[src/rtl/fetch_pkg.sv]
// Shared types and constants for the instruction fetch stage.
package fetch_pkg;

  localparam int          XLEN      = 32;
  localparam logic [31:0] NOP_INSTR = 32'h0000_0013;

  typedef struct packed {
    logic [31:0] pc;
    logic [31:0] instr;
  } fetch_entry_t;

endpackage

[src/rtl/fetch_fifo.sv]
// Synchronous FIFO with flush and simultaneous push/pop; used for the
// prefetch queue and for tracking addresses of in-flight requests.
module fetch_fifo #(
  parameter int DEPTH = 2,
  parameter int WIDTH = 64,
  localparam int AW = (DEPTH > 1) ? $clog2(DEPTH) : 1,
  localparam int CW = AW + 1
) (
  input  logic             clk,
  input  logic             rst_n,
  input  logic             flush,
  input  logic             push,
  input  logic [WIDTH-1:0] push_data,
  input  logic             pop,
  output logic [WIDTH-1:0] head_data,
  output logic [CW-1:0]    count
);

  logic [WIDTH-1:0] mem_r [DEPTH];
  logic [AW-1:0]    wr_ptr_r;
  logic [AW-1:0]    rd_ptr_r;
  logic [CW-1:0]    count_r;
  logic             empty_s;
  logic             full_s;
  logic             pop_fire_s;
  logic             push_fire_s;

  // Handshake qualification: a push into a full queue is only legal alongside a pop.
  always_comb begin
    empty_s     = (count_r == {CW{1'b0}});
    full_s      = (count_r == CW'(DEPTH));
    pop_fire_s  = pop & ~empty_s;
    push_fire_s = push & (~full_s | pop_fire_s);
  end

  // Pointer and occupancy registers.
  always_ff @(posedge clk or negedge rst_n) begin
    if (!rst_n) begin
      wr_ptr_r <= {AW{1'b0}};
      rd_ptr_r <= {AW{1'b0}};
      count_r  <= {CW{1'b0}};
    end else if (flush) begin
      wr_ptr_r <= {AW{1'b0}};
      rd_ptr_r <= {AW{1'b0}};
      count_r  <= {CW{1'b0}};
    end else begin
      if (push_fire_s) wr_ptr_r <= wr_ptr_r + AW'(1);
      if (pop_fire_s)  rd_ptr_r <= rd_ptr_r + AW'(1);
      count_r <= count_r + CW'(push_fire_s) - CW'(pop_fire_s);
    end
  end

  // Entry storage.
  always_ff @(posedge clk or negedge rst_n) begin
    if (!rst_n) begin
      for (int i = 0; i < DEPTH; i++) mem_r[i] <= {WIDTH{1'b0}};
    end else if (push_fire_s && !flush) begin
      mem_r[wr_ptr_r] <= push_data;
    end
  end

  assign head_data = mem_r[rd_ptr_r];
  assign count     = count_r;

endmodule

[src/rtl/inst_fetch_unit.sv]
// Fetch stage: owns the PC, issues credit-limited word fetches, buffers
// returned words and redirects when the retired instruction's next PC is not sequential.
module inst_fetch_unit
  import fetch_pkg::*;
#(
  parameter int          FIFO_DEPTH = 2,
  parameter logic [31:0] RESET_PC   = 32'h0000_0000
) (
  input  logic        SYS_clk,
  input  logic        SYS_reset_n,
  output logic        IMEM_req_valid,
  input  logic        IMEM_req_ready,
  output logic [31:0] IMEM_req_addr,
  input  logic        IMEM_rsp_valid,
  input  logic [31:0] IMEM_rsp_data,
  output logic        FETCH_valid,
  output logic [31:0] instruction,
  output logic [31:0] PC,
  input  logic        FETCH_accept,
  input  logic [31:0] new_PC,
  output logic        FETCH_misaligned
);

  localparam int CW = ((FIFO_DEPTH > 1) ? $clog2(FIFO_DEPTH) : 1) + 1;

  logic [31:0]   fetch_pc_r;
  logic [CW-1:0] inflight_r;
  logic [CW-1:0] drop_cnt_r;

  logic [31:0]   fetch_pc_nxt_s;
  logic [CW-1:0] inflight_nxt_s;
  logic [CW-1:0] drop_cnt_nxt_s;

  fetch_entry_t  q_head_s;
  fetch_entry_t  q_push_data_s;
  logic [CW-1:0] q_count_s;
  logic [31:0]   pcq_head_s;
  logic [CW-1:0] pcq_count_s;

  logic          q_empty_s;
  logic          accept_s;
  logic          redirect_s;
  logic          pop_s;
  logic          dropping_s;
  logic          push_s;
  logic          credit_s;
  logic          req_fire_s;
  logic [CW:0]   occupancy_s;

  // Accept / redirect decode and response routing.
  always_comb begin
    q_empty_s  = (q_count_s == {CW{1'b0}});
    accept_s   = FETCH_accept & ~q_empty_s;
    redirect_s = accept_s & (new_PC != (q_head_s.pc + 32'd4));
    pop_s      = accept_s & ~redirect_s;
    dropping_s = IMEM_rsp_valid & (drop_cnt_r != {CW{1'b0}});
    push_s     = IMEM_rsp_valid & ~dropping_s & ~redirect_s & (pcq_count_s != {CW{1'b0}});
  end

  // A sequential pop this cycle frees a slot, so it counts as credit for back-to-back fetch.
  always_comb begin
    occupancy_s    = {1'b0, inflight_r} + {1'b0, q_count_s} - (CW + 1)'(pop_s);
    credit_s       = (occupancy_s < (CW + 1)'(FIFO_DEPTH));
    IMEM_req_valid = SYS_reset_n & credit_s & (drop_cnt_r == {CW{1'b0}}) & ~redirect_s;
    IMEM_req_addr  = fetch_pc_r;
    req_fire_s     = IMEM_req_valid & IMEM_req_ready;
  end

  // Next-state for fetch pointer and outstanding-request bookkeeping.
  always_comb begin
    fetch_pc_nxt_s = fetch_pc_r;
    inflight_nxt_s = inflight_r;
    drop_cnt_nxt_s = drop_cnt_r;
    if (redirect_s) begin
      inflight_nxt_s = inflight_r - CW'(IMEM_rsp_valid);
      drop_cnt_nxt_s = inflight_r - CW'(IMEM_rsp_valid);
      fetch_pc_nxt_s = {new_PC[31:2], 2'b00};
    end else begin
      inflight_nxt_s = inflight_r + CW'(req_fire_s) - CW'(IMEM_rsp_valid);
      drop_cnt_nxt_s = drop_cnt_r - CW'(dropping_s);
      if (req_fire_s) begin
        fetch_pc_nxt_s = fetch_pc_r + 32'd4;
      end else begin
        fetch_pc_nxt_s = fetch_pc_r;
      end
    end
  end

  // Fetch-state registers.
  always_ff @(posedge SYS_clk or negedge SYS_reset_n) begin
    if (!SYS_reset_n) begin
      fetch_pc_r <= RESET_PC;
      inflight_r <= {CW{1'b0}};
      drop_cnt_r <= {CW{1'b0}};
    end else begin
      fetch_pc_r <= fetch_pc_nxt_s;
      inflight_r <= inflight_nxt_s;
      drop_cnt_r <= drop_cnt_nxt_s;
    end
  end

  // Head presentation; an empty queue shows a NOP at the reset PC.
  always_comb begin
    FETCH_valid      = ~q_empty_s;
    FETCH_misaligned = accept_s & (new_PC[1:0] != 2'b00);
    if (q_empty_s) begin
      instruction = NOP_INSTR;
      PC          = RESET_PC;
    end else begin
      instruction = q_head_s.instr;
      PC          = q_head_s.pc;
    end
  end

  assign q_push_data_s = '{pc: pcq_head_s, instr: IMEM_rsp_data};

  fetch_fifo #(
    .DEPTH (FIFO_DEPTH),
    .WIDTH ($bits(fetch_entry_t))
  ) u_prefetch_q (
    .clk       (SYS_clk),
    .rst_n     (SYS_reset_n),
    .flush     (redirect_s),
    .push      (push_s),
    .push_data (q_push_data_s),
    .pop       (pop_s),
    .head_data (q_head_s),
    .count     (q_count_s)
  );

  fetch_fifo #(
    .DEPTH (FIFO_DEPTH),
    .WIDTH (XLEN)
  ) u_inflight_pc_q (
    .clk       (SYS_clk),
    .rst_n     (SYS_reset_n),
    .flush     (redirect_s),
    .push      (req_fire_s),
    .push_data (fetch_pc_r),
    .pop       (push_s),
    .head_data (pcq_head_s),
    .count     (pcq_count_s)
  );

endmodule

[config.mk]
export PLATFORM = sky130hd
export DESIGN_NAME = inst_fetch_unit
export DESIGN_NICKNAME = d
export VERILOG_FILES = /design/src/rtl/fetch_pkg.sv /design/src/rtl/fetch_fifo.sv /design/src/rtl/inst_fetch_unit.sv
export SDC_FILE = /design/constraint.sdc
export NUM_CORES = 1
export LEC_CHECK = 0
export BUFFER_PORTS_ARGS = -buffer_cell sky130_fd_sc_hd__buf_2
export CORE_AREA = 3 3 171 123
export CTS_CLUSTER_DIAMETER = 120
export DETAILED_ROUTE_END_ITERATION = 12
export DIE_AREA = 0 0 174 126
export HOLD_SLACK_MARGIN = 0.08
export PLACE_DENSITY = 0.89
export SYNTH_ARGS = -nofsm -noshare
export SYNTH_HDL_FRONTEND = slang
export SYNTH_SLANG_ARGS = --single-unit
export TNS_END_PERCENT = 1
[constraint.sdc]
create_clock -name SYS_clk -period 16.16 [get_ports SYS_clk]
set_clock_uncertainty 0.1 [all_clocks]
set_input_delay 1.616 -clock SYS_clk [delete_from_list [all_inputs] [get_ports SYS_clk]]
set_output_delay 1.616 -clock SYS_clk [all_outputs]
set_load 0.1 [all_outputs]
[Yosys cells after proc, flatten, opt, wreduce, memory -nomap -nowiden]
Index checks and enable logic that the tools add are counted.
Storage, ports and cells
  input bits: 69
  register bits: 236
  word-level logic and storage cells: 111
Operators by class
  bitwise gates (word level): 28
  mux-type cells: 28
  add/subtract/negate cells: 16
  equal/unequal tests: 3
  $lt $le $gt $ge: 7
  reduce and logical (&&, ||, !) cells: 16
Operator list (number)
  two-way mux 32 bit: 8
  two-way mux 64 bit: 4
  bitwise mux 128 bit: 1
  adder 32 x 3 -> 32 bit, second input constant: 2
  bitwise mux 64 bit: 1
  demux 64 bit (select 1 bit): 1
  demux 32 bit (select 1 bit): 1
  != test 32 bit: 1
  AND 1 bit: 16
  nonzero test 2 bit: 8
  subtractor 2 x 1 -> 2 bit: 5
  greater-or-equal comparator 2 bit, second input constant: 4
  two-way mux 1 bit: 8
  two-way mux 2 bit: 4
  inverter 1 -> 2 bit: 4
  adder 2 x 1 -> 2 bit: 3
  zero test 2 bit: 3
  inverter 1 bit: 6
  adder 1 bit, second input constant: 4
  equality test 2 bit, second input constant: 2
  logical AND 1 bit: 4
  less-than comparator 2 x 1 -> 1 bit, second input constant: 2
  adder 2 x 2 -> 3 bit: 1
  less-than comparator 3 x 2 -> 1 bit, second input constant: 1
  other kinds (3): 4

[Depth between registers and ports, before layout]
Gate-level depths: netlist of run 1.
  word-level depth: 19
  depth in mapped cells: 29
  depth with buffers taken out: 24

[By module]
Synthesis of run 1 repeated with hierarchy kept, for this count alone.
Unflattened totals
  cell total of the unflattened synthesis: 1029
  area total of the unflattened synthesis: 12986.2 µm²
Modules (own cells, without submodules)
  fetch_fifo (u_prefetch_q): instances 1, cells each 363, sequential area each 3303.2 µm², area an instance 5969.5 µm²
  inst_fetch_unit: instances 1, cells each 473, sequential area each 850.8 µm², area an instance 3920.0 µm²
  fetch_fifo (u_inflight_pc_q): instances 1, cells each 193, sequential area each 1701.6 µm², area an instance 3096.7 µm²

[Worst setup path after synthesis of run 1]
OpenSTA, ideal clock, no wires.
  path kind: register -> output
  from: register u_prefetch_q.rd_ptr_r
  to: output port IMEM_req_valid
  stages on the path, launching flop included: 21
  buffers on the path: 5
  data arrival time: 5996 ps
  setup slack: 8448 ps
  data required time: 14444 ps
  cells stage by stage: dfrtp_1 > buf_4 > buf_2 > buf_2 > buf_2 > buf_2 > mux2_2 > ha_1 > nand4_1 > a22oi_2 > nand4_1 > or4_1 > a21o_1 > nor4_1 > nor2b_1 > ha_1 > nand2b_1 > fa_1 > nor4bb_1 > nand2_1 > nor2_1
Between the ends
  longest elaborated chain between the ends: 14
Ends and longest elaborated chain
  from (decl): line fetch_fifo.sv:21  | logic [AW-1:0] rd_ptr_r;
  from (signal assigned): line fetch_fifo.sv:40  | rd_ptr_r <= {AW{1'b0}};
  from (signal assigned): line fetch_fifo.sv:44  | rd_ptr_r <= {AW{1'b0}};
  from (signal assigned): line fetch_fifo.sv:48  | if (pop_fire_s) rd_ptr_r <= rd_ptr_r + AW'(1);
  inverter 1 -> 2 bit (not written as such) *: line fetch_fifo.sv:62  | assign head_data = mem_r[rd_ptr_r];
  two-way mux 64 bit (not written as such) * (3 in series): line fetch_fifo.sv:62
  adder 32 x 3 -> 32 bit *: line inst_fetch_unit.sv:54  | redirect_s = accept_s & (new_PC != (q_head_s.pc + 32'd4));
  != test 32 bit *: line inst_fetch_unit.sv:54
  AND 1 bit *: line inst_fetch_unit.sv:54
  inverter 1 bit *: line inst_fetch_unit.sv:55, inst_fetch_unit.sv:64
  AND 1 bit: line inst_fetch_unit.sv:55  | pop_s = accept_s & ~redirect_s;
  subtractor 3 x 1 -> 3 bit: line inst_fetch_unit.sv:62  | occupancy_s = {1'b0, inflight_r} + {1'b0, q_count_s} - (CW + 1)'(pop_s);
  less-than comparator 3 x 2 -> 1 bit: line inst_fetch_unit.sv:63  | credit_s = (occupancy_s < (CW + 1)'(FIFO_DEPTH));
  AND 1 bit (2 in series): line inst_fetch_unit.sv:64  | IMEM_req_valid = SYS_reset_n & credit_s & (drop_cnt_r == {CW{1'b0}}) & ~redirect_s;
  AND 1 bit *: line inst_fetch_unit.sv:64
  to (decl): line inst_fetch_unit.sv:11  | output logic IMEM_req_valid,
Mark *: on every way between the ends. The rest lies on a longest branch, timed or not. The select of a mux whose other input is x is not followed.

[Worst setup path in the final report of run 1]
Same ends and word-level chain as after synthesis.

==> key figures, run 1 <==
Floorplan
  • Die Ht: ~130 microns
  • Total die area: around 0.022 sq mm
  • Io pins: 168
  • Die W: about 170 microns
  • Core area: just under 0.02 sq mm
  • Initial Util: a little over three fifths
  • Standard-cell rows: 43

Worst setup path
  • Reg-to-reg critical path startpoint: u_prefetch_q.rd_ptr_r$_DFFE_PN0P_
  • Worst EP required: 14440 ps
  • Crit path launch type: flop
  • Reg2reg setup slack: 7560 ps
  • CP Class: flop to output pin
  • Worst path max stage delay: 970 ps
  • R2R cell count: 21
  • CP endpoint kind: output pin
  • Critical path arrival: about 6900 ps
  • Slowest CP cell: a222oi_1
  • Worst Path Max Fanout: 78
  • RR Endpoint: IMEM_req_addr[22]$_DFFE_PN0P_
  • Crit-path cells: buf_4 > nand4_1 > a222oi_1 > and4_1 > nand2_1 > a2111oi_2 > nor2_1 > nor4_1 > buf_4 > nor2b_1 > ha_1 > nand2b_1 > fa_1 > nor4bb_1 > nand2_1 > nor2_1 > buf_2

Drt
  • First-pass DRT Iterations: 5
  • Initial DRC Count: 1073
  • WL final: between 30000 and 40000 microns
  • WL per Instance: ~22 microns
  • DRC: 0
  • Vias: 9059
  • Vias/cell: 6.23
  • Routed Antenna Nets: 0

Hold path
  • Hold Crit Depth: 1
  • Worst Hold End: u_inflight_pc_q.mem_r[45]$_DFFE_PN0P_
  • Min-delay src: u_inflight_pc_q.mem_r[45]$_DFFE_PN0P_
  • HP Class: flop to flop

CTS
  • Post-cts hold buffer count: 0
  • H-tree levels: 1
  • Clock-pin slew on the worst setup and hold paths: about 70 ps
  • CTS tree: yes
  • Clk Latency, worst-skew pair: between 500 and 600 ps
  • Clock Tree Buf Depth: 3
  • CTS Buf Count: 23
  • Post-CTS setup buffers: 0
  • Number of gates resized after CTS: 0
  • Root Buffer: clkbuf_16
  • Sink Count: about 230

Pwr
  • Maximum VDD drop: around 170 uV
  • Sequential share of power: about 34%
  • P_sw: 1.38 mW
  • Internal power: approximately 1.5 mW
  • Final Total Pwr: ~3 mW
  • P_leak: ~6.7 nW
  • Combinational fraction of design power: approximately 46%
  • Clock group share of total power: between 20 and 25%
  • Switch share: 47.1%
  • Power per cell area: 207 mW/mm^2

Synthesis
  • Mean post-synth cell area: about 12 sq um
  • Syn. warnings: 0
  • Main synth FF type: dfrtp_1
  • Post-synthesis instance total: between 1000 and 1500
  • Sequential area share after synthesis: 46.1%
  • Synthesized flop and latch total: around 230
  • Ys async rst share: between 90% and 100%
  • Cell Area, Synth: between 0.01 and 0.015 sq mm
  • Library cells used by synthesis: 59
  • Post-synth EDFFs: 0

Job
  • Max cap viols: 0

STA
  • RSZ-0062 raised after global routing: false
  • Setup violations, final: 0
  • Fin crit share: roughly 53%
  • Slew Limit Headroom: 29.7%
  • Max-slew violations: 0
  • Hold Fails Final Rpt: 0
  • Clock period minus worst slack: ~8600 ps
  • Setup TNS: 0 ps
  • PnR worst setup slack: approximately 7500 ps
  • Worst Tran Pin Value: ~1100 ps
  • Peak Freq: between 100 and 150 MHz

Cells and area
  • Most common cell after layout, fill and taps aside: dfrtp_1
  • Area grow syn2layout: 15.5%
  • Most frequent cells in the layout: dfrtp_1 (224), mux2_2 (188), buf_2 (162)
  • Final net count: approximately 1200
  • Util after Layout: between 70% and 80%
  • Layout cells sized above 1: 40.2%

Global routing
  • Total GRT Usage: 28.4%
  • Vias in the first global route: 9191
  • Gr ovfl total: 0
  • Global-route wire length before repair: ~50000 microns
  • Largest net degree at the start of global routing: between 80 and 90
  • Initial antenna violation count: 1

Place
  • Pre-CTS WS: 7860 ps
  • DP HPWL: 21300 microns
  • IO buf count: about 160
  • GP Congestion: ~0.9

Outcome
  • Outcome: finished, final reports clean
how the worst max path moves through the flow:
stage,from,endpoint,slack [ps],cells after the start
after CTS,u_prefetch_q.rd_ptr_r$_DFFE_PN0P_,IMEM_req_valid,7650,19
final,u_prefetch_q.rd_ptr_r$_DFFE_PN0P_,IMEM_req_valid,7520,17
after global routing,u_prefetch_q.rd_ptr_r$_DFFE_PN0P_,IMEM_req_addr[22]$_DFFE_PN0P_,7030,21
after floorplan,u_prefetch_q.rd_ptr_r$_DFFE_PN0P_,IMEM_req_valid,8450,20
after detailed placement,u_prefetch_q.rd_ptr_r$_DFFE_PN0P_,IMEM_req_addr[30]$_DFFE_PN0P_,7860,23
after global placement,u_prefetch_q.rd_ptr_r$_DFFE_PN0P_,IMEM_req_addr[29]$_DFFE_PN0P_,8260,24
power by group through the flow:
stage	Combinational (mW)	Clock, mW	Sequential [mW]
CTS	1.34	0.605	0.974
global route	1.41	0.629	1.01
detailed placement	1.33	0	0.975
finish	1.34	0.601	0.984
global placement	1.30	0	0.960
floorplan	0.835	0	1.18
layer usage:
| layer | wire [microns] | up-vias | track usage (%) |
|---|---|---|---|
| met3 | 3090 | 53 | 6.96 |
| li1 | - | 3941 | - |
| met1 | 13800 | 4601 | 41.1 |
| met2 | 14400 | 464 | 43.9 |
| met5 | 0 | - | 0 |
| met4 | 504 | 0 | 6.47 |
cell families after synthesis:
group | synth area share (%)
AO/OA/AOI/OAI | 4.28
other | 0.0306
flip-flops | 46.1
buffers and inverters | 2.84
AND/OR/NAND/NOR | 10.2
adder cells (fa/ha/maj) | 1.39
XOR/XNOR | 5.43
multiplexers | 29.7
cells in the mapped netlist (3+ instances only):
cell | n | area (sq um)
a22oi_1 | 5 | 37.5
xnor2_1 | 50 | 438
and3_1 | 12 | 75.1
nand3b_1 | 13 | 97.6
a211oi_1 | 5 | 37.5
nor2b_1 | 7 | 43.8
xor2_1 | 26 | 228
a222oi_1 | 5 | 50.1
mux2_2 | 188 | 2120
buf_1 | 3 | 11.3
clkbuf_1 | 22 | 82.6
a211o_1 | 4 | 35.0
nand3_1 | 27 | 135
nor4_1 | 3 | 18.8
a221oi_1 | 5 | 43.8
nand2_1 | 38 | 143
nor4bb_1 | 3 | 30.0
mux2i_1 | 62 | 621
dfrtp_1 | 226 | 5660
buf_4 | 6 | 45.0
nor2_1 | 95 | 357
and4_1 | 5 | 43.8
nand4_1 | 21 | 131
a31oi_1 | 3 | 18.8
inv_1 | 19 | 71.3
buf_6 | 6 | 67.6
nand4b_1 | 5 | 43.8
ha_1 | 12 | 150
o211ai_1 | 3 | 22.5
mux2_4 | 60 | 901
nor3_1 | 7 | 35.0
a21oi_1 | 13 | 65.1
o21ai_0 | 9 | 45.0
and2_1 | 3 | 18.8
buf_2 | 14 | 70.1
registers in the layout (all words and copies together), names as in the netlist, 2 cells and up:
name and count:
inflight_r 2, u_prefetch_q.count 2, u_inflight_pc_q.count 2, u_inflight_pc_q.mem_r 60, IMEM_req_addr 30, drop_cnt_r 2
u_prefetch_q.mem_r 124
cell type report:
class                           count  area (sq um)
Fill cell                        1315          5430
Clock inverter                     16           259
Inverter                           19          71.3
Timing Repair Buffer              174           908
Tap cell                          270           338
Antenna cell                        1          2.50
Multi-Input combinational cell    723          6320
Sequential cell                   226          5660
Clock buffer                       26           597
stage by stage:
step | instances | instance area, sq um | hold WS [ps]
after detailed placement | 1412 | 13300 | 390
final | 1455 | 14200 | 403
after CTS | 1454 | 14200 | 405
after global placement | 1412 | 13300 | 381
after global routing | 1455 | 14200 | 410
after floorplan | 1019 | 12300 | 374
critical path, delay by kind of cell (launching register included):
family / cells / cell delay, ps
flip-flops: 1 / 830
adder cells (fa/ha/maj): 2 / 730
buffers and inverters: 3 / 1490
AO/OA/AOI/OAI: 2 / 1310
AND/OR/NAND/NOR: 10 / 2000
(Power assumes the default switching activity.)
==> run 2, diff against run 1 <==
--- a/config.mk
+++ b/config.mk
@@ -6,12 +6,12 @@
 export NUM_CORES = 1
 export LEC_CHECK = 0
 export BUFFER_PORTS_ARGS = -buffer_cell sky130_fd_sc_hd__buf_2
-export CORE_AREA = 3 3 171 123
+export CORE_AREA = 3 3 178 128
 export CTS_CLUSTER_DIAMETER = 120
 export DETAILED_ROUTE_END_ITERATION = 12
-export DIE_AREA = 0 0 174 126
+export DIE_AREA = 0 0 181 131
 export HOLD_SLACK_MARGIN = 0.08
-export PLACE_DENSITY = 0.89
+export PLACE_DENSITY = 0.83
 export SYNTH_ARGS = -nofsm -noshare
 export SYNTH_HDL_FRONTEND = slang
 export SYNTH_SLANG_ARGS = --single-unit
==> constraint.sdc (replaced) <==
create_clock -name SYS_clk -period 8.6 [get_ports SYS_clk]
set_clock_uncertainty 0.1 [all_clocks]
set_input_delay 0.86 -clock SYS_clk [delete_from_list [all_inputs] [get_ports SYS_clk]]
set_output_delay 0.86 -clock SYS_clk [all_outputs]
set_load 0.1 [all_outputs]
==> run 2 against run 1 <==
Against the previous run:
- die area grew 8.2%
- cell count up 0.62%
- routed wire length fell by 6.2%
- utilization down 6.1 points
- register-to-register slack got worse by 6900 ps
- global-route usage is 3.9 points lower
- sequential power is 83% higher
- largest cell class unchanged
- cell area shrank 0.28%
- sequential share of layout area is 0.10 points higher
- largest power group unchanged
- worst hold slack worse by 190 ps
==> key figures, run 2 (synthesis gave the netlist of run 1 again) <==
Outcome
  • Outcome: finished, final reports clean (unchanged)

STA
  • Fin crit share: 92.4%
  • Max-slew violations: 0 (unchanged)
  • Hold Fails Final Rpt: 0 (unchanged)
  • Hold Slack: 209 ps (was 403 ps)
  • Peak Freq: 126 MHz
  • Worst Tran Pin Value: 955 ps (was 1050 ps)
  • Slew Limit Headroom: 36.3% (was 29.7%)
  • Clock period minus worst slack: between 7000 and 8000 ps
  • Setup violations, final: 0 (unchanged)
  • RSZ-0062 raised after global routing: false (unchanged)
  • PnR worst setup slack: 656 ps (was 7520 ps)
  • Setup TNS: 0 ps (unchanged)

Global routing
  • Total GRT Usage: 24.5% (was 28.4%)
  • Largest net degree at the start of global routing: 80 (was 83)
  • Gr ovfl total: 0 (unchanged)
  • Global-route wire length before repair: 46800 microns (was 50200 microns)
  • Vias in the first global route: 8459 (was 9191)
  • Initial antenna violation count: 0 (was 1)

Pwr
  • P_leak: 6.70 nW (was 6.71 nW)
  • Final Total Pwr: 5.39 mW (was 2.93 mW)
  • Power per cell area: 382 mW/mm^2 (was 207 mW/mm^2)
  • Maximum VDD drop: 258 uV (was 171 uV)

Cells and area
  • Reg with most FFs: u_prefetch_q.mem_r (unchanged)
  • Area grow syn2layout: 15.1% (was 15.5%)
  • Layout cells sized above 1: 39.8% (was 40.2%)
  • Util after Layout: 66.1% (was 72.3%)
  • Design area: 0.0141 sq mm (was 0.0142 sq mm)
  • Fin cells: 1464 (was 1455)
  • Max FFs per register: 124 (unchanged)
  • Most common cell after layout, fill and taps aside: dfrtp_1 (unchanged)
  • Final net count: 1249 (unchanged)
  • Most frequent cells in the layout: dfrtp_1 (225), mux2_2 (188), buf_2 (162) (was dfrtp_1 (224), mux2_2 (188), buf_2 (162))
  • Ant. Diodes: 0 (was 1)

Worst setup path
  • CP endpoint kind: flop (was output pin)
  • Crit path from: u_prefetch_q.rd_ptr_r$_DFFE_PN0P_ (unchanged)
  • Worst path max stage delay: 1000 ps (was 970 ps)
  • Worst setup path endpoint: IMEM_req_addr[29]$_DFFE_PN0P_ (was IMEM_req_valid)
  • R2R cell count: 23 (was 21)
  • CP dominant cell by count: nand4_1
  • Reg2reg setup slack: 660 ps (was 7560 ps)
  • Crit-path cells: mux2i_1 > inv_1 > ha_1 > nand4_1 > a22oi_2 > nand4_1 > or4_1 > a21o_1 > nor4_1 > buf_4 > nor2b_1 > ha_1 > nand2b_1 > fa_1 > nor4bb_1 > and3_1 > nand4_1 > or2_2 > nor2_1 > nand4_1 > nor3_1 > xor2_1 > mux2_2 (was buf_4 > nand4_1 > a222oi_1 > and4_1 > nand2_1 > a2111oi_2 > nor2_1 > nor4_1 > buf_4 > nor2b_1 > ha_1 > nand2b_1 > fa_1 > nor4bb_1 > nand2_1 > nor2_1 > buf_2)
  • CP Class: flop to flop (was flop to output pin)
  • Worst EP required: 8890 ps (was 14440 ps)
  • Worst Path Max Fanout: 78 (unchanged)
  • Slowest CP cell: dfrtp_4 (was a222oi_1)
  • RR Endpoint: IMEM_req_addr[29]$_DFFE_PN0P_ (was IMEM_req_addr[22]$_DFFE_PN0P_)
  • Crit path launch type: flop (unchanged)
  • Reg-to-reg critical path startpoint: u_prefetch_q.rd_ptr_r$_DFFE_PN0P_ (unchanged)
  • Critical path arrival: 8240 ps (was 6920 ps)

CTS
  • H-tree levels: 1 (unchanged)
  • CTS Buf Count: 22 (was 23)
  • Clock-pin slew on the worst setup and hold paths: 60 ps (was 70 ps)
  • Clock Tree Buf Depth: 3 (unchanged)
  • Post-CTS setup buffers: 0 (unchanged)
  • Clk Latency, worst-skew pair: 520 ps (was 510 ps)
  • Number of gates resized after CTS: 0 (unchanged)
  • Sink Count: 226 (unchanged)
  • CTS tree: yes (unchanged)
  • Root Buffer: clkbuf_16 (unchanged)
  • Post-cts hold buffer count: 0 (unchanged)

Job
  • Max cap viols: 0 (unchanged)

Place
  • GP Congestion: 0.891 (was 0.910)
  • Placed cell count: 1425 (was 1412)
  • Pre-CTS WS: 825 ps (was 7860 ps)
  • IO buf count: 163 (unchanged)
  • Placed Instance Area: 0.0133 sq mm (about the same)
  • DP HPWL: 20800 microns (was 21300 microns)

Drt
  • WL final: 29800 microns (was 31800 microns)
  • Vias: 8696 (was 9059)
  • DRC: 0 (unchanged)
  • Routed Antenna Nets: 0 (unchanged)
  • Initial DRC Count: 752 (was 1073)
  • Vias/cell: 5.94 (was 6.23)
  • First-pass DRT Iterations: 6 (was 5)
  • WL per Instance: 20.4 microns (was 21.9 microns)

Floorplan
  • Core area: 0.0213 sq mm (was 0.0196 sq mm)
  • Total die area: 0.0237 sq mm (was 0.0219 sq mm)
  • Die W: 181 microns (was 174 microns)
  • Die Ht: 131 microns (was 126 microns)
  • Io pins: 168 (unchanged)
  • Standard-cell rows: 45 (was 43)
  • Initial Util: 57.4% (was 62.6%)

Hold path
  • HP Class: input pin to async pin (was flop to flop)
-- run 2: how the worst min path moves through the flow --
stage / endpoint / slack (ps) / cells past startpoint
global placement: u_inflight_pc_q.mem_r[29]$_DFFE_PN0P_ / 380 / 1
finish: IMEM_req_addr[7]$_DFFE_PN0P_ / 210 / 1
CTS: u_inflight_pc_q.mem_r[7]$_DFFE_PN0P_ / 240 / 1
global route: IMEM_req_addr[7]$_DFFE_PN0P_ / 250 / 1
floorplan: u_inflight_pc_q.mem_r[10]$_DFFE_PN0P_ / 370 / 1
detailed placement: u_inflight_pc_q.mem_r[2]$_DFFE_PN0P_ / 390 / 1
-- run 2: power breakdown --
group / internal, mW / leakage, nW / total [mW] / switching (mW)
Clock: 0.652 / 0.390 / 1.05 / 0.402
Sequential: 1.44 / 2.97 / 1.80 / 0.357
Combinational: 0.781 / 3.34 / 2.53 / 1.75
-- run 2: layout make-up --
| type | instances | area (sq um) |
|---|---|---|
| sequential | 226 | 5660 |
| clock buffer | 33 | 663 |
| fill | 1638 | 7230 |
| inverter | 19 | 71.3 |
| timing repair buffer | 175 | 916 |
| clock inverter | 6 | 134 |
| multi-input combinational | 723 | 6320 |
| tap | 282 | 353 |
-- run 2: routing by layer --
| layer | up-vias | wire [microns] | GRT usage (%) |
|---|---|---|---|
| met4 | 0 | 486 | 5.24 |
| met5 | - | 0 | 0 |
| li1 | 3954 | - | - |
| met1 | 4395 | 14300 | 37.6 |
| met3 | 36 | 2230 | 5.09 |
| met2 | 311 | 12800 | 36.3 |
-- run 2: critical path, delay by kind of cell (launching register included) --
kind | cells | cell delay [ps]
AO/OA/AOI/OAI | 2 | 680
XOR/XNOR | 1 | 130
adder cells (fa/ha/maj) | 3 | 920
buffers and inverters | 2 | 330
flip-flops | 1 | 1000
multiplexers | 2 | 560
AND/OR/NAND/NOR | 13 | 4100
==> run 3, diff against run 2 <==
--- a/config.mk
+++ b/config.mk
@@ -11,6 +11,7 @@
 export DETAILED_ROUTE_END_ITERATION = 12
 export DIE_AREA = 0 0 181 131
 export HOLD_SLACK_MARGIN = 0.08
+export MAX_ROUTING_LAYER = met4
 export PLACE_DENSITY = 0.83
 export SYNTH_ARGS = -nofsm -noshare
 export SYNTH_HDL_FRONTEND = slang
==> run 3 against run 2 <==
Against the previous run:
- flip-flop and latch count did not move
- critical path depth stayed put
- via count grew 0.91%
- cell area fell by 0.80%
- worst hold slack better by 35 ps
- power shrank 2.2%
- die area did not move
==> key figures, run 3 (synthesis gave the netlist of run 1 again) <==
Outcome
  • Outcome: finished, final reports clean (unchanged)

STA
  • Max-slew violations: 0 (unchanged)
  • RSZ-0062 raised after global routing: false (unchanged)
  • Hold Fails Final Rpt: 0 (unchanged)
  • Setup TNS: 0 ps (unchanged)
  • Peak Freq: 129 MHz (was 126 MHz)
  • Fin crit share: 89.9% (was 92.4%)
  • Clock period minus worst slack: 7730 ps (was 7940 ps)
  • Worst Tran Pin Value: 966 ps (was 955 ps)
  • Slew Limit Headroom: 35.6% (was 36.3%)
  • Hold Slack: 244 ps (was 209 ps)
  • PnR worst setup slack: 869 ps (was 656 ps)
  • Setup violations, final: 0 (unchanged)

Drt
  • Vias: 8775 (was 8696)
  • Vias/cell: 6.00 (was 5.94)
  • Initial DRC Count: 749 (was 752)
  • First-pass DRT Iterations: 7 (was 6)
  • WL per Instance: 20.9 microns (was 20.4 microns)
  • Routed Antenna Nets: 0 (unchanged)
  • DRC: 0 (unchanged)
  • WL final: 30500 microns (was 29800 microns)

Worst setup path
  • Reg2reg setup slack: 870 ps (was 660 ps)
  • Crit path launch type: flop (unchanged)
  • CP Class: flop to flop (unchanged)
  • Critical path arrival: 8020 ps (was 8240 ps)
  • CP endpoint kind: flop (unchanged)
  • Slowest CP cell: dfrtp_4 (unchanged)
  • Worst EP required: 8890 ps (about the same)
  • Worst path max stage delay: 860 ps (was 1000 ps)
  • Crit-path cells: mux2i_1 > inv_1 > ha_1 > nand4_1 > a22oi_2 > nand4_1 > or4_1 > a21o_1 > nor4_1 > buf_4 > nor2b_1 > ha_1 > nand2b_1 > fa_1 > nor4bb_1 > and3_1 > nand4_1 > or2_2 > nor2_1 > nand4_1 > nor3_1 > xor2_1 > mux2_2 (unchanged)
  • CP dominant cell by count: nand4_1 (unchanged)
  • Worst Path Max Fanout: 58 (was 78)

Place
  • Placed Instance Area: 0.0133 sq mm (about the same)
  • Placed cell count: 1426 (was 1425)
  • DP HPWL: 21100 microns (was 20800 microns)
  • Pre-CTS WS: 1070 ps (was 825 ps)
  • GP Congestion: 0.902 (was 0.891)
  • IO buf count: 163 (unchanged)

Floorplan
  • Total die area: 0.0237 sq mm (unchanged)
  • Core area: 0.0213 sq mm (unchanged)
  • Standard-cell rows: 45 (unchanged)
  • Die W: 181 microns (unchanged)
  • Initial Util: 57.4% (unchanged)
  • Io pins: 168 (unchanged)
  • Die Ht: 131 microns (unchanged)

CTS
  • Post-CTS setup buffers: 0 (unchanged)
  • H-tree levels: 1 (unchanged)
  • Root Buffer: clkbuf_16 (unchanged)
  • Clk Latency, worst-skew pair: 510 ps (was 520 ps)
  • CTS tree: yes (unchanged)
  • Sink Count: 226 (unchanged)
  • Clock-pin slew on the worst setup and hold paths: 60 ps (about the same)
  • Clock Tree Buf Depth: 3 (unchanged)
  • Number of gates resized after CTS: 0 (unchanged)
  • CTS Buf Count: 22 (unchanged)
  • Post-cts hold buffer count: 0 (unchanged)

Cells and area
  • Design area: 0.0140 sq mm (was 0.0141 sq mm)
  • Final net count: 1250 (was 1249)
  • Most frequent cells in the layout: dfrtp_1 (225), mux2_2 (188), buf_2 (162) (unchanged)
  • Layout cells sized above 1: 39.7% (was 39.8%)
  • Filler cell count: 1619 (was 1638)
  • Reg with most FFs: u_prefetch_q.mem_r (unchanged)
  • Util after Layout: 65.6% (was 66.1%)
  • Area grow syn2layout: 14.2% (was 15.1%)
  • Most common cell after layout, fill and taps aside: dfrtp_1 (unchanged)
  • Max FFs per register: 124 (unchanged)
  • Fin cells: 1463 (was 1464)
  • Ant. Diodes: 0 (unchanged)

Pwr
  • Power per cell area: 376 mW/mm^2 (was 382 mW/mm^2)
  • P_leak: 6.65 nW (was 6.70 nW)
  • Maximum VDD drop: 276 uV (was 258 uV)
  • Final Total Pwr: 5.26 mW (was 5.39 mW)

Global routing
  • Gr ovfl total: 0 (unchanged)
  • Largest net degree at the start of global routing: 87 (was 80)
  • Initial antenna violation count: 0 (unchanged)
  • Global-route wire length before repair: 47600 microns (was 46800 microns)
  • Total GRT Usage: 25.9% (was 24.5%)
  • Vias in the first global route: 8667 (was 8459)

Hold path
  • HP Class: input pin to async pin (unchanged)

Job
  • Max cap viols: 0 (unchanged)
## run 3: cell count changes in the layout (fill, tap and decap cells not counted)
cell        change
clkbuf_8        -1
buf_4           +1
clkinvlp_4      +1
clkinv_4        -1
clkinv_2        +3
bufinv_16       -4
## run 3: worst max-delay path: cells and delay by family, from the launching register on
| kind | cells | cell delay [ps] |
|---|---|---|
| simple gates | 13 | 4090 |
| flops | 1 | 860 |
| mux | 2 | 520 |
| fa+ha+maj | 3 | 920 |
| compound gates | 2 | 660 |
| xor+xnor | 1 | 120 |
| buf+inv | 2 | 330 |
## run 3: final cells by class
type	instances	area, sq um	area share, %
flip-flops and latches	226	5660	40.4
repair buffers	176	923	6.60
clock buffers	32	649	4.64
inverters	19	71.3	0.509
multi-input cells	723	6320	45.1
well taps	282	353	2.52
clock inverters	5	27.5	0.197
## run 3: path summary, 6_finish.rpt
check / from / end / depth (start not counted)
min: SYS_reset_n / u_inflight_pc_q.mem_r[7]$_DFFE_PN0P_ / 1
max in group asynchronous: SYS_reset_n / u_prefetch_q.rd_ptr_r$_DFFE_PN0P_ / 2
max reg2reg: u_prefetch_q.rd_ptr_r$_DFFE_PN0P_ / IMEM_req_addr[29]$_DFFE_PN0P_ / 23
max: u_prefetch_q.rd_ptr_r$_DFFE_PN0P_ / IMEM_req_addr[29]$_DFFE_PN0P_ / 23
min reg2reg: u_inflight_pc_q.mem_r[45]$_DFFE_PN0P_ / u_inflight_pc_q.mem_r[45]$_DFFE_PN0P_ / 1
min in group SYS_clk: u_inflight_pc_q.mem_r[45]$_DFFE_PN0P_ / u_inflight_pc_q.mem_r[45]$_DFFE_PN0P_ / 1
## run 3: per-layer routing
metal / track usage, % / vias up / part of all wire [%]
li1: - / 3948 / -
met1: 38.0 / 4421 / 47
met2: 37.5 / 359 / 43
met3: 5.17 / 47 / 7.5
met4: 5.73 / 0 / 2.0
met5: - / - / 0
## run 3: power by group
| part | leakage, nW | total, mW | switching (mW) | internal [mW] |
|---|---|---|---|---|
| sequential | 2.97 | 1.81 | 0.364 | 1.44 |
| combinational | 3.35 | 2.54 | 1.76 | 0.781 |
| clock | 0.334 | 0.919 | 0.398 | 0.521 |
